**config.mk**
```make
export PLATFORM = sky130hd
export DESIGN_NAME = gpu_scanout
export DESIGN_NICKNAME = d
export VERILOG_FILES = /design/src/rtl/gpu_pkg.sv /design/src/rtl/gpu_timing.sv /design/src/rtl/gpu_scanout.sv
export SDC_FILE = /design/constraint.sdc
export NUM_CORES = 1
export LEC_CHECK = 0
export CAP_MARGIN = 20
export CELL_PAD_IN_SITES_DETAIL_PLACEMENT = 0
export CELL_PAD_IN_SITES_GLOBAL_PLACEMENT = 1
export CORE_UTILIZATION = 30
export DETAILED_ROUTE_END_ITERATION = 12
export HOLD_SLACK_MARGIN = 0.08
export PLACE_DENSITY = 0.65
export SLEW_MARGIN = 30
export SYNTH_ARGS = -nofsm -noshare
export SYNTH_HDL_FRONTEND = slang
export SYNTH_SLANG_ARGS = --single-unit
```
**constraint.sdc**
```tcl
create_clock -name wb_clk_i -period 2.6 [get_ports wb_clk_i]
set_clock_uncertainty 0.1 [all_clocks]
set_input_delay 0.52 -clock wb_clk_i [delete_from_list [all_inputs] [get_ports wb_clk_i]]
set_output_delay 0.52 -clock wb_clk_i [all_outputs]
set_load 0.005 [all_outputs]
```
**src/rtl/gpu_pkg.sv**
```systemverilog
// Shared timing defaults, VRAM geometry and small helpers for the Zucker GPU scanout path.
package gpu_pkg;

  localparam int unsigned DEF_H_ACTIVE = 1024;
  localparam int unsigned DEF_H_FP     = 24;
  localparam int unsigned DEF_H_SYNC   = 136;
  localparam int unsigned DEF_H_BP     = 160;
  localparam int unsigned DEF_V_ACTIVE = 768;
  localparam int unsigned DEF_V_FP     = 3;
  localparam int unsigned DEF_V_SYNC   = 6;
  localparam int unsigned DEF_V_BP     = 29;

  localparam int unsigned WORDS_PER_LINE     = 32;
  localparam int unsigned WORDS_PER_LINE_DBL = 16;
  localparam int unsigned VRAM_AW            = 15;

  localparam int unsigned H_W = 11;
  localparam int unsigned V_W = 10;

  typedef struct packed {
    logic de;
    logic hs;
    logic vs;
    logic vb;
    logic fr;
  } tim_t;

  localparam tim_t TIM_IDLE = '{de: 1'b0, hs: 1'b0, vs: 1'b0, vb: 1'b0, fr: 1'b0};

  // Converts an active-high sync flag to the pin level for the chosen polarity.
  function automatic logic sync_level(input logic active, input logic neg);
    return active ^ neg;
  endfunction

endpackage

```
**src/rtl/gpu_timing.sv**
```systemverilog
// Raster counters with active-area, sync, blanking and frame-pulse decode.
module gpu_timing
  import gpu_pkg::*;
#(
  parameter int unsigned H_ACTIVE = DEF_H_ACTIVE,
  parameter int unsigned H_FP     = DEF_H_FP,
  parameter int unsigned H_SYNC   = DEF_H_SYNC,
  parameter int unsigned H_BP     = DEF_H_BP,
  parameter int unsigned V_ACTIVE = DEF_V_ACTIVE,
  parameter int unsigned V_FP     = DEF_V_FP,
  parameter int unsigned V_SYNC   = DEF_V_SYNC,
  parameter int unsigned V_BP     = DEF_V_BP
) (
  input  logic           wb_clk_i,
  input  logic           wb_rst_i,
  output logic [9:0]     o_hpos,
  output logic [V_W-1:0] o_vpos,
  output logic           o_de,
  output logic           o_hs,
  output logic           o_vs,
  output logic           o_vb,
  output logic           o_fr
);

  localparam int unsigned H_TOTAL = H_ACTIVE + H_FP + H_SYNC + H_BP;
  localparam int unsigned V_TOTAL = V_ACTIVE + V_FP + V_SYNC + V_BP;

  localparam logic [H_W-1:0] H_ZERO   = {H_W{1'b0}};
  localparam logic [H_W-1:0] H_ONE    = H_W'(1);
  localparam logic [H_W-1:0] H_LAST   = H_W'(H_TOTAL - 1);
  localparam logic [H_W-1:0] H_ACT    = H_W'(H_ACTIVE);
  localparam logic [H_W-1:0] H_HS_BEG = H_W'(H_ACTIVE + H_FP);
  localparam logic [H_W-1:0] H_HS_END = H_W'(H_ACTIVE + H_FP + H_SYNC);
  localparam logic [V_W-1:0] V_ZERO   = {V_W{1'b0}};
  localparam logic [V_W-1:0] V_ONE    = V_W'(1);
  localparam logic [V_W-1:0] V_LAST   = V_W'(V_TOTAL - 1);
  localparam logic [V_W-1:0] V_ACT    = V_W'(V_ACTIVE);
  localparam logic [V_W-1:0] V_VS_BEG = V_W'(V_ACTIVE + V_FP);
  localparam logic [V_W-1:0] V_VS_END = V_W'(V_ACTIVE + V_FP + V_SYNC);

  logic [H_W-1:0] r_h;
  logic [V_W-1:0] r_v;

  // Raster position; v steps on every h wrap and both wrap together at frame end.
  always_ff @(posedge wb_clk_i) begin
    if (wb_rst_i) begin
      r_h <= H_ZERO;
      r_v <= V_ZERO;
    end else if (r_h == H_LAST) begin
      r_h <= H_ZERO;
      r_v <= (r_v == V_LAST) ? V_ZERO : r_v + V_ONE;
    end else begin
      r_h <= r_h + H_ONE;
    end
  end

  assign o_hpos = r_h[9:0];
  assign o_vpos = r_v;
  assign o_de   = (r_h < H_ACT) && (r_v < V_ACT);
  assign o_hs   = (r_h >= H_HS_BEG) && (r_h < H_HS_END);
  assign o_vs   = (r_v >= V_VS_BEG) && (r_v < V_VS_END);
  assign o_vb   = (r_v >= V_ACT);
  assign o_fr   = (r_h == H_ZERO) && (r_v == V_ACT);

endmodule

```
**src/rtl/gpu_scanout.sv**
```systemverilog
// Scanout: raster timing, one VRAM word fetch per line-word, 1bpp serialiser with aligned syncs.
module gpu_scanout
  import gpu_pkg::*;
#(
  parameter int unsigned H_ACTIVE     = DEF_H_ACTIVE,
  parameter int unsigned H_FP         = DEF_H_FP,
  parameter int unsigned H_SYNC       = DEF_H_SYNC,
  parameter int unsigned H_BP         = DEF_H_BP,
  parameter int unsigned V_ACTIVE     = DEF_V_ACTIVE,
  parameter int unsigned V_FP         = DEF_V_FP,
  parameter int unsigned V_SYNC       = DEF_V_SYNC,
  parameter int unsigned V_BP         = DEF_V_BP,
  parameter int unsigned SYNC_NEG     = 1,
  parameter int unsigned PIXEL_DOUBLE = 0
) (
  input  logic               wb_clk_i,
  input  logic               wb_rst_i,
  input  logic               en_i,
  output logic [VRAM_AW-1:0] gb_adr_o,
  input  logic [31:0]        gb_dat_i,
  output logic               pix_o,
  output logic               de_o,
  output logic               hsync_o,
  output logic               vsync_o,
  output logic               vblank_o,
  output logic               frame_o
);

  localparam logic DBL  = (PIXEL_DOUBLE != 0);
  localparam logic SNEG = (SYNC_NEG != 0);

  logic [9:0]         w_h;
  logic [V_W-1:0]     w_v;
  logic               w_de0, w_hs0, w_vs0, w_vb0, w_fr0;
  tim_t               w_tim0;
  logic               w_fetch;
  logic [VRAM_AW-1:0] w_adr_nxt;
  logic [31:0]        w_src;
  logic [31:0]        w_sh_nxt;

  tim_t        r_tim1, r_tim2;
  logic        r_ld1, r_ld2;
  logic        r_ph1, r_ph2;
  logic [31:0] r_sh;

  gpu_timing #(
    .H_ACTIVE (H_ACTIVE), .H_FP (H_FP), .H_SYNC (H_SYNC), .H_BP (H_BP),
    .V_ACTIVE (V_ACTIVE), .V_FP (V_FP), .V_SYNC (V_SYNC), .V_BP (V_BP)
  ) u_timing (
    .wb_clk_i (wb_clk_i),
    .wb_rst_i (wb_rst_i),
    .o_hpos   (w_h),
    .o_vpos   (w_v),
    .o_de     (w_de0),
    .o_hs     (w_hs0),
    .o_vs     (w_vs0),
    .o_vb     (w_vb0),
    .o_fr     (w_fr0)
  );

  assign w_tim0 = '{de: w_de0, hs: w_hs0, vs: w_vs0, vb: w_vb0, fr: w_fr0};

  // Fetch decision and next address; the address holds between word boundaries.
  always_comb begin
    w_fetch   = 1'b0;
    w_adr_nxt = gb_adr_o;
    if (DBL) begin
      w_fetch = w_de0 && (w_h[5:0] == 6'd0);
      if (w_fetch) begin
        w_adr_nxt = VRAM_AW'(w_v[V_W-1:1]) * VRAM_AW'(WORDS_PER_LINE_DBL) + VRAM_AW'(w_h[9:6]);
      end else begin
        w_adr_nxt = gb_adr_o;
      end
    end else begin
      w_fetch = w_de0 && (w_h[4:0] == 5'd0);
      if (w_fetch) begin
        w_adr_nxt = VRAM_AW'(w_v) * VRAM_AW'(WORDS_PER_LINE) + VRAM_AW'(w_h[9:5]);
      end else begin
        w_adr_nxt = gb_adr_o;
      end
    end
  end

  // Load takes the VRAM word directly so its MSB is shown without an extra stage;
  // in double mode the shift happens only after the odd half of each pixel pair.
  always_comb begin
    w_src    = r_ld2 ? gb_dat_i : r_sh;
    w_sh_nxt = w_src;
    if (!DBL || r_ph2) begin
      w_sh_nxt = {w_src[30:0], 1'b0};
    end else begin
      w_sh_nxt = w_src;
    end
  end

  // Stages 1 and 2: address register plus timing/load/phase delay alongside the VRAM read.
  always_ff @(posedge wb_clk_i) begin
    if (wb_rst_i) begin
      gb_adr_o <= {VRAM_AW{1'b0}};
      r_tim1   <= TIM_IDLE;
      r_tim2   <= TIM_IDLE;
      r_ld1    <= 1'b0;
      r_ld2    <= 1'b0;
      r_ph1    <= 1'b0;
      r_ph2    <= 1'b0;
    end else begin
      gb_adr_o <= w_adr_nxt;
      r_tim1   <= w_tim0;
      r_tim2   <= r_tim1;
      r_ld1    <= w_fetch;
      r_ld2    <= r_ld1;
      r_ph1    <= w_h[0];
      r_ph2    <= r_ph1;
    end
  end

  // Stage 3: serialiser state and all registered outputs.
  always_ff @(posedge wb_clk_i) begin
    if (wb_rst_i) begin
      r_sh     <= 32'h0000_0000;
      pix_o    <= 1'b0;
      de_o     <= 1'b0;
      hsync_o  <= sync_level(1'b0, SNEG);
      vsync_o  <= sync_level(1'b0, SNEG);
      vblank_o <= 1'b0;
      frame_o  <= 1'b0;
    end else begin
      r_sh     <= w_sh_nxt;
      pix_o    <= w_src[31] & r_tim2.de & en_i;
      de_o     <= r_tim2.de;
      hsync_o  <= sync_level(r_tim2.hs, SNEG);
      vsync_o  <= sync_level(r_tim2.vs, SNEG);
      vblank_o <= r_tim2.vb;
      frame_o  <= r_tim2.fr;
    end
  end

endmodule

```
* After elaboration in Yosys (flattened, before gate mapping)
Index checks and enable logic that the tools add are counted.
W data, S select, Z words.
** Cells by class
- $lt $le $gt $ge :: 7
- Equal/unequal tests :: 3
- Add/subtract/negate cells :: 3
- Muxes and demuxes :: 2
- Bitwise gates (word level) :: 4
- Reductions and logical operators :: 8
** Operators with widths (number)
- $mux W32 :: 1
- $lt A11 B11 Y1 const B :: 2
- $eq A10 B10 Y1 const B :: 2
- $ge A10 B10 Y1 const B :: 2
- $lt A10 B10 Y1 const B :: 2
- $add A15 B5 Y15 :: 1
- $add A11 B1 Y11 const B :: 1
- $eq A11 B11 Y1 const B :: 1
- $ge A11 B11 Y1 const B :: 1
- $logic_not A11 Y1 :: 1
- $add A10 B1 Y10 const B :: 1
- $mux W10 :: 1
- $logic_and A1 B1 Y1 :: 5
- $logic_not A5 Y1 :: 1
- $and A1 B1 Y1 :: 2
- $not A1 Y1 :: 2
- $reduce_or A2 Y1 :: 1
** Storage, ports and cells
- Flip-flop bits (word level) :: 86
- Output and inout port bits :: 21
- Input bits :: 35

* Longest topological paths before layout
- Depth after elaboration :: 3
- Gate-level depth with buffers :: 8
- Gate-level depth less buffers :: 6

* Hierarchy
A second synthesis with hierarchy kept.
** Unflattened totals
- Cells, all modules :: 358
- Area, all modules :: 3618.5 µm²
** By module, submodules not included
- gpu_scanout :: cells each 204, area an instance 2293.4 µm², instances 1
- gpu_timing :: cells each 154, area an instance 1325.0 µm², instances 1

* Worst setup path before layout
No wires, ideal clock.
- Kind :: register to register
- Start point :: register u_timing.r_h[0]
- End point :: register u_timing.r_v[6], in the netlist u_timing.o_vpos[6]
- Data required time :: 2.429 ns
- Cell stages (with the launch flop) :: 7
- Buffers on the path :: 1
- Arrival :: 1.925 ns
- Setup time :: 0.071 ns
- Path slack :: 0.504 ns
- Cells stage by stage :: dfxtp_1 -> ha_1 -> nand2_1 -> or4_4 -> buf_6 -> or4_1 -> a21oi_1
** On the way
- Word-level cells in the longest chain between the ends :: 1
** Ends and longest elaborated chain
- start, declared :: line gpu_timing.sv:41 : logic [H_W-1:0] r_h;
- start signal, assigned :: line gpu_timing.sv:53 : r_h <= r_h + H_ONE;
- $eq A11 B11 Y1 :: line gpu_timing.sv:49 : end else if (r_h == H_LAST) begin
- end signal, assigned :: line gpu_timing.sv:51 : r_v <= (r_v == V_LAST) ? V_ZERO : r_v + V_ONE;
- end, declared :: line gpu_timing.sv:42 : logic [V_W-1:0] r_v;
No other way between the ends.
A chain may end at the register's enable or synchronous reset.

* Final worst setup path
Ends and elaborated chain as after synthesis.

==> impl_metrics.env <==
export IMPL_syn_area_sq_um=3210
export IMPL_fin_crit_sh_pct=87.0
export IMPL_drive_gt1_share_pct=7.09
export IMPL_power_density_nw_per_um2=629
export IMPL_fin_setup_tns_ns=0
export IMPL_ios=56
export IMPL_fp_dieH_um=105
export IMPL_critPathMaxFanout=20
export IMPL_yosys_warnings=0
export IMPL_hold_violations=0
export IMPL_floorplan_die_area_sq_um=11100
export IMPL_synth_edf_count=0
export IMPL_cp_arrival_ns=2.45
export IMPL_start_kind="register"
export IMPL_ir_worst_vdd_uv=229
export IMPL_synthCells=325
export IMPL_end_kind="register"
export IMPL_cts_resized=0
export IMPL_synth_ff_type="dfxtp_1"
export IMPL_r2r_cells=5
export IMPL_core_sq_um=10300
export IMPL_synthTopCellsByArea="dfxtp_1 (53%), mux2i_1 (14%), nor2_1 (7.3%), ha_1 (2.3%), nor2b_1 (2.1%)"
export IMPL_max_cap_violations=0
export IMPL_cts_root_buf="clkbuf_8"
export IMPL_ys_ff_latch=85
export IMPL_rsz0062_at_grt="no"
export IMPL_post_route_min_period_ns=2.26
export IMPL_finalNetCount=417
export IMPL_viasPerCell=4.45
export IMPL_dp_hpwl_um=4280
export IMPL_wl_per_cell_um=12.4
export IMPL_rrSetupSlack_ns=0.34
export IMPL_clk_path_buf_depth=2
export IMPL_slew_viol_final=0
export IMPL_diodes=0
export IMPL_dr_pass1_iters=4
export IMPL_post_cts_buffers=0
export IMPL_num_rows=37
export IMPL_drc=0
export IMPL_cts_tree="yes"
export IMPL_synthArstFlopShare_pct=0
export IMPL_reg2reg_from="u_timing.r_h[0]"
export IMPL_outcome="completed"
export IMPL_grt_pass1_vias=2150
export IMPL_synth_seq_area_share_pct=53.0
export IMPL_grt_start_max_net_pins=26
export IMPL_maxSlewHeadroom_pct=60.9
export IMPL_gr_usage_all_layers_pct=12.4
export IMPL_final_cells=517
export IMPL_initial_utilization_pct=31.1
export IMPL_ctsHoldBuffers=0
export IMPL_p_leak_nw=1.49
export IMPL_grt_overflow=0
export IMPL_drtAntennaViolNets=0
export IMPL_yosys_area_top_type_share_pct=53.0
export IMPL_gp_congestion=0.748
export IMPL_vias=2299
export IMPL_numClockSinks=85
export IMPL_die_w_um=105
export IMPL_path_clk_slew_ns=0.09
export IMPL_reg2reg_to="u_timing.o_vpos[6]"
export IMPL_clock_latency_ns=0.35
export IMPL_setup_viol=0
export IMPL_max_freq_mhz=442
export IMPL_antenna_found_initial=0
export IMPL_drt_iter0_drc=67
export IMPL_nFillCells=1026
export IMPL_crit_end="u_timing.o_vpos[6]"
export IMPL_h_tree_depth=3
export IMPL_synth_top_area_cell="dfxtp_1"
export IMPL_portBuffers=55
export IMPL_worst_setup_path_type="register to register"
export IMPL_post_dp_cell_area_sq_um=3880
export IMPL_synth_distinct_cells=39
export IMPL_critPathLaunch="u_timing.r_h[0]"
export IMPL_grt_pass1_wl_um=10700
export IMPL_cp_data_required_time_ns=2.79
export IMPL_synth_net_count=366
export IMPL_final_area_sq_um=4100
export IMPL_whs_ns=0.281
export IMPL_hold_class="register to register"
export IMPL_dpl_cell_count=501
export IMPL_syn_to_final_growth_pct=27.9
export IMPL_avgSynthCellArea_sq_um=9.87
export IMPL_cts_buffers=9
export IMPL_wl_um=6400
export IMPL_tightest_slew_ns=0.578
## state kept, by name, indices dropped and copies added (netlist names)
| name | cells |
|---|---|
| frame_o | 1 |
| u_timing.r_h | 11 |
| pix_o | 1 |
| r_sh | 31 |
| r_ld1 | 1 |
| de_o | 1 |
| r_ld2 | 1 |
| vblank_o | 1 |
| u_timing.o_vpos | 10 |
| gb_adr_o | 15 |
| vsync_o | 1 |
| hsync_o | 1 |
| r_tim1 | 5 |
| r_tim2 | 5 |
## cell families (layout without fill, tap and decap cells)
family	after synthesis	after routing	share of synthesized area, %
buffers and inverters	28	84	3.59
AO/OA/AOI/OAI	24	24	4.52
XOR/XNOR	9	9	2.46
flip-flops	85	85	53.0
AND/OR/NAND/NOR	127	127	19.7
adder cells (fa/ha/maj)	6	6	2.34
multiplexers	46	46	14.4
## report_power, final
| part | switching [mW] | internal, mW | total [mW] | leakage (nW) |
|---|---|---|---|---|
| clock network | 0.500 | 0.553 | 1.05 | 0.111 |
| logic | 0.0796 | 0.104 | 0.183 | 0.691 |
| registers | 0.0153 | 1.33 | 1.35 | 0.689 |
## cells in the final DEF, fill, tap and decap left out, types with 2 or more instances in the layout
cell type,count
nand2_1,12
nand4_1,4
and3_1,3
a21oi_1,9
and2_1,2
bufinv_16,2
buf_4,5
clkdlybuf4s50_1,54
nor2_1,62
o21ai_0,7
nor3_1,6
nor2b_1,11
or3_1,6
mux2i_1,45
ha_1,6
clkbuf_8,9
xor2_1,2
inv_1,8
or4_1,4
o31ai_1,2
nor4_1,3
inv_6,3
xnor2_1,7
nand3_1,6
dfxtp_1,84
## worst max-delay path: stages (launching register included)
cell and delay [ns]:
dfxtp_1 0.41, ha_1 0.23, nand2_1 0.14, or4_4 0.63, or4_1 0.53, a21oi_1 0.15
## cells in the mapped netlist (2+ instances only)
| cell | count |
|---|---|
| xnor2_1 | 7 |
| nand2_1 | 12 |
| and2_1 | 2 |
| o21ai_0 | 7 |
| nor3_1 | 6 |
| nor4_1 | 3 |
| inv_1 | 8 |
| or3_1 | 6 |
| ha_1 | 6 |
| buf_1 | 4 |
| nand3_1 | 6 |
| xor2_1 | 2 |
| mux2i_1 | 45 |
| nor2b_1 | 11 |
| and3_1 | 3 |
| o31ai_1 | 2 |
| nand4_1 | 4 |
| or4_1 | 4 |
| clkbuf_1 | 13 |
| dfxtp_1 | 85 |
| a21oi_1 | 9 |
| nor2_1 | 62 |
| buf_2 | 2 |
## per-layer routing
layer | GRT usage, % | vias up | wire length (um)
met5 | 0 | - | 0
met4 | 6.64 | 0 | 136
met3 | 2.84 | 13 | 295
met2 | 18.2 | 52 | 2700
met1 | 16.7 | 1030 | 3260
li1 | - | 1204 | -
## worst min-delay path by stage
stage,from,end,slack [ns],cells after the start
after floorplan,r_tim2[3],hsync_o,0.25,1
after global placement,r_tim2[2],vsync_o,0.26,1
after detailed placement,r_tim2[2],vsync_o,0.26,1
after CTS,r_tim2[2],vsync_o,0.29,1
after global routing,r_tim2[3],hsync_o,0.30,1
final,r_tim2[2],vsync_o,0.28,1
## metrics by stage
stage / power (mW) / utilization (%) / worst slack [ns]
finish: 2.58 / 39.8 / 0.338
global route: 2.70 / 39.8 / 0.202
CTS: 2.63 / 39.8 / 0.313
detailed placement: 1.56 / 37.6 / 0.361
global placement: 1.56 / 37.6 / 0.407
floorplan: 1.48 / - / 0.504
## final cells by class
class | instances | area [sq um] | area share, %
Sequential cell | 85 | 1700 | 41.5
Tap cell | 136 | 170 | 4.15
Timing Repair Buffer | 60 | 583 | 14.2
Clock buffer | 9 | 124 | 3.02
Clock inverter | 7 | 103 | 2.50
Multi-Input combinational cell | 212 | 1390 | 33.9
Inverter | 8 | 30.0 | 0.732
Power figures use the tool's default switching activity.
